### config.mk
export PLATFORM = sky130hd
export DESIGN_NAME = ev22_register_bank_flat
export DESIGN_NICKNAME = d
export VERILOG_FILES = /design/src/rtl/ev22_register_bank_if.sv /design/src/rtl/ev22_register_bank.sv /design/src/flat_wrapper.sv
export SDC_FILE = /design/constraint.sdc
export NUM_CORES = 1
export LEC_CHECK = 0
export CAP_MARGIN = 20
export CORE_MARGIN = 4
export CORE_UTILIZATION = 30
export CTS_CLUSTER_DIAMETER = 40
export DETAILED_ROUTE_END_ITERATION = 10
export HOLD_SLACK_MARGIN = 0.12
export PLACE_DENSITY = 0.52
export SLEW_MARGIN = 20
export SYNTH_ARGS = -nofsm -noshare
export SYNTH_HDL_FRONTEND = slang
export SYNTH_SLANG_ARGS = --single-unit
### constraint.sdc
create_clock -name clk -period 4.8 [get_ports clk]
set_clock_uncertainty 0.2 [all_clocks]
set_input_delay 0.48 -clock clk [delete_from_list [all_inputs] [get_ports clk]]
set_output_delay 0.48 -clock clk [all_outputs]
set_load 0.02 [all_outputs]
### src/rtl/ev22_register_bank_if.sv
`default_nettype none
// ============================================================================
// Module      : ev22_register_bank_if
// Description : Write-back, peripheral and readout bundle for the EV22
//               register bank.
// Revision    : 1.0
// ============================================================================
interface ev22_register_bank_if #(
  parameter int DATA_WIDTH = 16
);
  logic                       updateBlock;
  logic                       Wr_En;
  logic [5:0]                 Sel_W;
  logic [DATA_WIDTH-1:0]      Data_W;
  logic                       Wr_WReg;
  logic [DATA_WIDTH-1:0]      Data_WReg;
  logic [DATA_WIDTH-1:0]      PI0;
  logic [DATA_WIDTH-1:0]      PI1;
  logic                       Err_Clr;
  logic [32*DATA_WIDTH-1:0]   Regs_Flat;
  logic [DATA_WIDTH-1:0]      Working_Register;
  logic [DATA_WIDTH-1:0]      PO0;
  logic [DATA_WIDTH-1:0]      PO1;
  logic                       Wr_Err;

  modport master (
    output updateBlock, Wr_En, Sel_W, Data_W, Wr_WReg, Data_WReg,
           PI0, PI1, Err_Clr,
    input  Regs_Flat, Working_Register, PO0, PO1, Wr_Err
  );

  modport slave (
    input  updateBlock, Wr_En, Sel_W, Data_W, Wr_WReg, Data_WReg,
           PI0, PI1, Err_Clr,
    output Regs_Flat, Working_Register, PO0, PO1, Wr_Err
  );
endinterface
`default_nettype wire

### src/rtl/ev22_register_bank.sv
`default_nettype none
// ============================================================================
// Module      : ev22_register_bank
// Description : Architectural registers r0..r34 with synchronized peripheral
//               inputs, output ports and sticky illegal-write flag.
// Revision    : 1.0
// ============================================================================
module ev22_register_bank #(
  parameter int                    DATA_WIDTH  = 16,
  parameter int                    SYNC_STAGES = 2,
  parameter logic [DATA_WIDTH-1:0] W_RESET     = '0
) (
  input  logic                   clk,
  input  logic                   reset,
  ev22_register_bank_if.slave    bus
);

  localparam int NUM_GP = 28;

  logic [DATA_WIDTH-1:0]    gp_q     [NUM_GP];
  logic [DATA_WIDTH-1:0]    pi0_sync [SYNC_STAGES];
  logic [DATA_WIDTH-1:0]    pi1_sync [SYNC_STAGES];
  logic [DATA_WIDTH-1:0]    po0_q;
  logic [DATA_WIDTH-1:0]    po1_q;
  logic [DATA_WIDTH-1:0]    w_q;
  logic                     err_q;
  logic                     commit;
  logic                     wreg_commit;
  logic                     sel_illegal;
  logic [32*DATA_WIDTH-1:0] regs_flat;

  assign commit      = bus.updateBlock & bus.Wr_En;
  assign wreg_commit = bus.updateBlock & bus.Wr_WReg;
  // 28/29 are read-only but legal, so they are excluded from the error set
  assign sel_illegal = (bus.Sel_W == 6'd30) | (bus.Sel_W == 6'd31) |
                       (bus.Sel_W > 6'd34);

  always_ff @(posedge clk) begin
    if (reset) begin
      for (int i = 0; i < NUM_GP; i++) begin
        gp_q[i] <= '0;
      end
    end else if (commit) begin
      for (int i = 0; i < NUM_GP; i++) begin
        if (bus.Sel_W == 6'(i)) begin
          gp_q[i] <= bus.Data_W;
        end
      end
    end
  end

  // Synchronizers run regardless of updateBlock
  always_ff @(posedge clk) begin
    if (reset) begin
      for (int k = 0; k < SYNC_STAGES; k++) begin
        pi0_sync[k] <= '0;
        pi1_sync[k] <= '0;
      end
    end else begin
      pi0_sync[0] <= bus.PI0;
      pi1_sync[0] <= bus.PI1;
      for (int k = 1; k < SYNC_STAGES; k++) begin
        pi0_sync[k] <= pi0_sync[k-1];
        pi1_sync[k] <= pi1_sync[k-1];
      end
    end
  end

  always_ff @(posedge clk) begin
    if (reset) begin
      po0_q <= '0;
      po1_q <= '0;
    end else if (commit) begin
      if (bus.Sel_W == 6'd32) begin
        po0_q <= bus.Data_W;
      end
      if (bus.Sel_W == 6'd33) begin
        po1_q <= bus.Data_W;
      end
    end
  end

  // Dedicated working-register write takes priority over an indexed one
  always_ff @(posedge clk) begin
    if (reset) begin
      w_q <= W_RESET;
    end else if (wreg_commit) begin
      w_q <= bus.Data_WReg;
    end else if (commit && (bus.Sel_W == 6'd34)) begin
      w_q <= bus.Data_W;
    end
  end

  always_ff @(posedge clk) begin
    if (reset) begin
      err_q <= 1'b0;
    end else if (commit && sel_illegal) begin
      err_q <= 1'b1;
    end else if (bus.Err_Clr) begin
      err_q <= 1'b0;
    end
  end

  always_comb begin
    regs_flat = '0;
    for (int i = 0; i < NUM_GP; i++) begin
      regs_flat[i*DATA_WIDTH +: DATA_WIDTH] = gp_q[i];
    end
    regs_flat[28*DATA_WIDTH +: DATA_WIDTH] = pi0_sync[SYNC_STAGES-1];
    regs_flat[29*DATA_WIDTH +: DATA_WIDTH] = pi1_sync[SYNC_STAGES-1];
    regs_flat[30*DATA_WIDTH +: DATA_WIDTH] = po0_q;
    regs_flat[31*DATA_WIDTH +: DATA_WIDTH] = po1_q;
  end

  assign bus.Regs_Flat        = regs_flat;
  assign bus.Working_Register = w_q;
  assign bus.PO0              = po0_q;
  assign bus.PO1              = po1_q;
  assign bus.Wr_Err           = err_q;

endmodule
`default_nettype wire

### src/flat_wrapper.sv
// flat-port wrapper written by rule: the top's interface ports become plain ports
module ev22_register_bank_flat 
#(
  parameter int                    DATA_WIDTH  = 16,
  parameter int                    SYNC_STAGES = 2,
  parameter logic [DATA_WIDTH-1:0] W_RESET     = '0
)
  (clk, reset, bus_updateBlock, bus_Wr_En, bus_Sel_W, bus_Data_W, bus_Wr_WReg, bus_Data_WReg, bus_PI0, bus_PI1, bus_Err_Clr, bus_Regs_Flat, bus_Working_Register, bus_PO0, bus_PO1, bus_Wr_Err);
  ev22_register_bank_if #(.DATA_WIDTH(DATA_WIDTH)) bus_i ();
  input  logic clk;
  input  logic reset;
  input wire logic [$bits(bus_i.updateBlock)-1:0] bus_updateBlock;
  input wire logic [$bits(bus_i.Wr_En)-1:0] bus_Wr_En;
  input wire logic [$bits(bus_i.Sel_W)-1:0] bus_Sel_W;
  input wire logic [$bits(bus_i.Data_W)-1:0] bus_Data_W;
  input wire logic [$bits(bus_i.Wr_WReg)-1:0] bus_Wr_WReg;
  input wire logic [$bits(bus_i.Data_WReg)-1:0] bus_Data_WReg;
  input wire logic [$bits(bus_i.PI0)-1:0] bus_PI0;
  input wire logic [$bits(bus_i.PI1)-1:0] bus_PI1;
  input wire logic [$bits(bus_i.Err_Clr)-1:0] bus_Err_Clr;
  output wire logic [$bits(bus_i.Regs_Flat)-1:0] bus_Regs_Flat;
  output wire logic [$bits(bus_i.Working_Register)-1:0] bus_Working_Register;
  output wire logic [$bits(bus_i.PO0)-1:0] bus_PO0;
  output wire logic [$bits(bus_i.PO1)-1:0] bus_PO1;
  output wire logic [$bits(bus_i.Wr_Err)-1:0] bus_Wr_Err;
  assign bus_i.updateBlock = bus_updateBlock;
  assign bus_i.Wr_En = bus_Wr_En;
  assign bus_i.Sel_W = bus_Sel_W;
  assign bus_i.Data_W = bus_Data_W;
  assign bus_i.Wr_WReg = bus_Wr_WReg;
  assign bus_i.Data_WReg = bus_Data_WReg;
  assign bus_i.PI0 = bus_PI0;
  assign bus_i.PI1 = bus_PI1;
  assign bus_i.Err_Clr = bus_Err_Clr;
  assign bus_Regs_Flat = bus_i.Regs_Flat;
  assign bus_Working_Register = bus_i.Working_Register;
  assign bus_PO0 = bus_i.PO0;
  assign bus_PO1 = bus_i.PO1;
  assign bus_Wr_Err = bus_i.Wr_Err;
  ev22_register_bank #(.DATA_WIDTH(DATA_WIDTH), .SYNC_STAGES(SYNC_STAGES), .W_RESET(W_RESET)) u_core (.clk(clk), .reset(reset), .bus(bus_i));
endmodule
==> impl_metrics.tcl <==
set metrics [dict create \
    outcome "completed" \
    first_pass_iters 5 \
    grt_usage 0.2044 \
    setup_violations 0 \
    p_leak_nw 10.02 \
    slew_viol_final 0 \
    vias 13660 \
    synth_cell_type_count 39 \
    fin_util 0.4504 \
    pwr-share-comb 0.105 \
    ff2ff_setup_slack_ps 3670 \
    cts_max_level 3 \
    r2r_end "u_core.bus.Wr_Err" \
    dieArea_um2 70640 \
    drt_iter0_markers 1283 \
    pre_cts_slack_ps 927.9 \
    antenna_found_initial 1 \
    fin_tns_setup_ps 0 \
    synth_largest_area_cell "edfxtp_1" \
    final_hold_viol_count 0 \
    crit_fanout 33 \
    final_cell_mix "clkdlybuf4s50_1 (635), edfxtp_1 (448), nor3_1 (193), nor2_1 (113), dfxtp_1 (113)" \
    cts_root_buf "clkbuf_16" \
    slew_headroom 0.2944 \
    power_density_nw_per_um2 438.7 \
    layout-drive-gt1-share 0.1046 \
    power_frac_clock 0.462 \
    start_util 0.3027 \
    critPathKind "in2reg" \
    port_buffers 636 \
    p_int_mw 9.731 \
    synth-seq-cells 561 \
    drc 0 \
    syn_area_um2 19940 \
    filler_cell_count 5898 \
    worst_pin_slew_ps 1058 \
    clk_latency_ps 630 \
    min_path_type "in2reg" \
    wl_per_cell_um 26.03 \
    hold_end "u_core.pi1_sync[0][1]" \
    die_y_um 265.8 \
    synth_cells 1365 \
    p_switching_mw 3.283 \
    fp-row-count 94 \
    clock_sink_count 561 \
    worstHoldPathCells 2 \
    p_sw_frac 0.2523 \
    postSynth.asyncResetShare 0 \
    fmaxAchievable_ghz 0.3151 \
    clk_pin_slew_worst_paths_ps 60 \
    cts_inserted_buffers 82 \
    ys_seq_area_frac 0.7883 \
    slowest_delay_ps 730 \
    hold_start "bus_PI1[1]" \
    dp_hpwl_mm 52.35 \
    via_per_inst 4.736 \
    fin_crit_sh 0.6612 \
    synthTopCellsByArea "edfxtp_1 (67%), dfxtp_1 (11%), nor3_1 (4.8%)" \
    r2r_start "u_core.bus.Wr_Err" \
    worstPathCellList "clkdlybuf4s50_1 -> or4_1 -> buf_4 -> or2_1 -> nand2b_1" \
    synth.avg_cell_area_um2 14.60 \
    cts_buffer_depth 3 \
    wl_mm 75.07 \
    coreArea_um2 65860 \
    ir_drop_uv 246.2 \
    cts_tree "built" \
    synth_edf_count 448 \
    io_pins 637 \
    grt-ovfl-total 0 \
    arrival_ps 3230 \
    chipWidth_um 265.8 \
    maxCapViolations 0 \
    place.gp.congestion 0.7866 \
    reg2reg_depth 2 \
    yosysTopAreaCellShare 0.6748 \
    ys_warn_count 0 \
    nNetsFinal 2027 \
    fin_ws_ps 1626 \
    syn_nets 1441 \
    ys.flop_type "edfxtp_1" \
    grt_max_degree 68 \
    rsz0062_at_grt "false" \
    first_global_vias 13721 \
    area_delta_synth_final_pct 48.82 \
    antenna_left 0 \
    grt_pass1_wl_mm 104.1 \
    crit_slowest_cell "clkdlybuf4s50_1" \
    layout_min_cycle_time_ps 3174 \
    worstSetupEndpointType "flip-flop" \
    required_ps 4860 \
    p_seq_frac 0.432 \
    final_common_cell "clkdlybuf4s50_1" \
    start_kind "primary input" \
]
[worst max path at each step]
stage / startpoint / end / slack [ps] / depth (start not counted)
finish: bus_Sel_W[1] / u_core.gp_q[0][262] / 1630 / 5
detailed placement: bus_Sel_W[1] / u_core.gp_q[0][268] / 930 / 5
CTS: bus_Sel_W[1] / u_core.gp_q[0][270] / 1590 / 5
global placement: bus_Sel_W[1] / u_core.gp_q[0][266] / 1010 / 5
floorplan: bus_Sel_W[4] / u_core.gp_q[0][208] / 1940 / 6
global route: bus_Sel_W[1] / u_core.gp_q[0][270] / 1460 / 5
[state kept, by name, summed over array words and instances, names as in the netlist]
register	count
u_core.pi0_sync	32
u_core.bus.Working_Register	16
u_core.bus.PO1	16
u_core.bus.PO0	16
u_core.bus.Wr_Err	1
u_core.pi1_sync	32
u_core.gp_q	448
[through the flow]
step | std cells | power, mW | area [µm²] | hold slack [ps]
after floorplan | 1365 | 6.282 | 19940 | 213.8
after global placement | 2730 | 7.115 | 26840 | 216.9
after detailed placement | 2730 | 7.118 | 26840 | 222.0
after CTS | 2882 | 13.16 | 29660 | 169.1
after global routing | 2882 | 13.46 | 29660 | 183.5
final | 2884 | 13.01 | 29670 | 206.5
[cell usage after synthesis (all sizes together), types with 10 or more instances]
library cell,number
o21bai,14
buf,87
nand2b,21
nor2,113
nand2,19
a311oi,16
a21o,10
edfxtp,448
clkbuf,96
nor2b,66
inv,16
nor3,193
nand3,49
o21ai,48
dfxtp,113
a21oi,33
[metal layers]
layer  up-vias  track usage  wire length [µm]
met5         -            0                 0
met3        95      0.05430              5660
met2       621       0.3635             38270
li1       6087            -                 -
met4         0      0.05397              1733
met1      6857       0.2463             29400
[layout make-up]
| type | count | area (µm²) | share of cell area |
|---|---|---|---|
| Tap cell | 864 | 1081 | 0.03644 |
| Inverter | 16 | 60.06 | 0.002024 |
| Antenna cell | 2 | 5.005 | 0.0001687 |
| Clock inverter | 60 | 620.6 | 0.02092 |
| Clock buffer | 91 | 2191 | 0.07385 |
| Timing Repair Buffer | 685 | 6738 | 0.2271 |
| Sequential cell | 561 | 15720 | 0.5297 |
| Multi-Input combinational cell | 605 | 3257 | 0.1098 |
[cell families (layout without fill, tap and decap cells)]
group | after synthesis | in the layout | share of synthesized area
and+or+nand+nor | 479 | 479 | 0.1216
other | 0 | 2 | 0
DFF | 561 | 561 | 0.7883
AOI/OAI and AO/OA | 126 | 126 | 0.03847
buffers and inverters | 199 | 852 | 0.05159
[power by group through the flow]
stage | clock [mW] | sequential [mW] | combinational [mW]
global placement | 0 | 5.73 | 1.39
finish | 6.02 | 5.63 | 1.37
CTS | 6.14 | 5.63 | 1.39
detailed placement | 0 | 5.73 | 1.39
floorplan | 0 | 6.04 | 0.239
global route | 6.39 | 5.65 | 1.42
[worst max-delay path: cells and delay by family]
family	cells	cell delay [ps]
AND/OR/NAND/NOR	3	1730
buffers and inverters	2	990
[repair_timing]
action | in CTS | in global routing
setup buffers | 0 | 0
hold buffers | 1 | 0
endpoints found under the hold margin | 7 | 0
setup endpoints to repair | 0 | 0
gates resized for setup | 0 | 0
(Power assumes the default switching activity.)
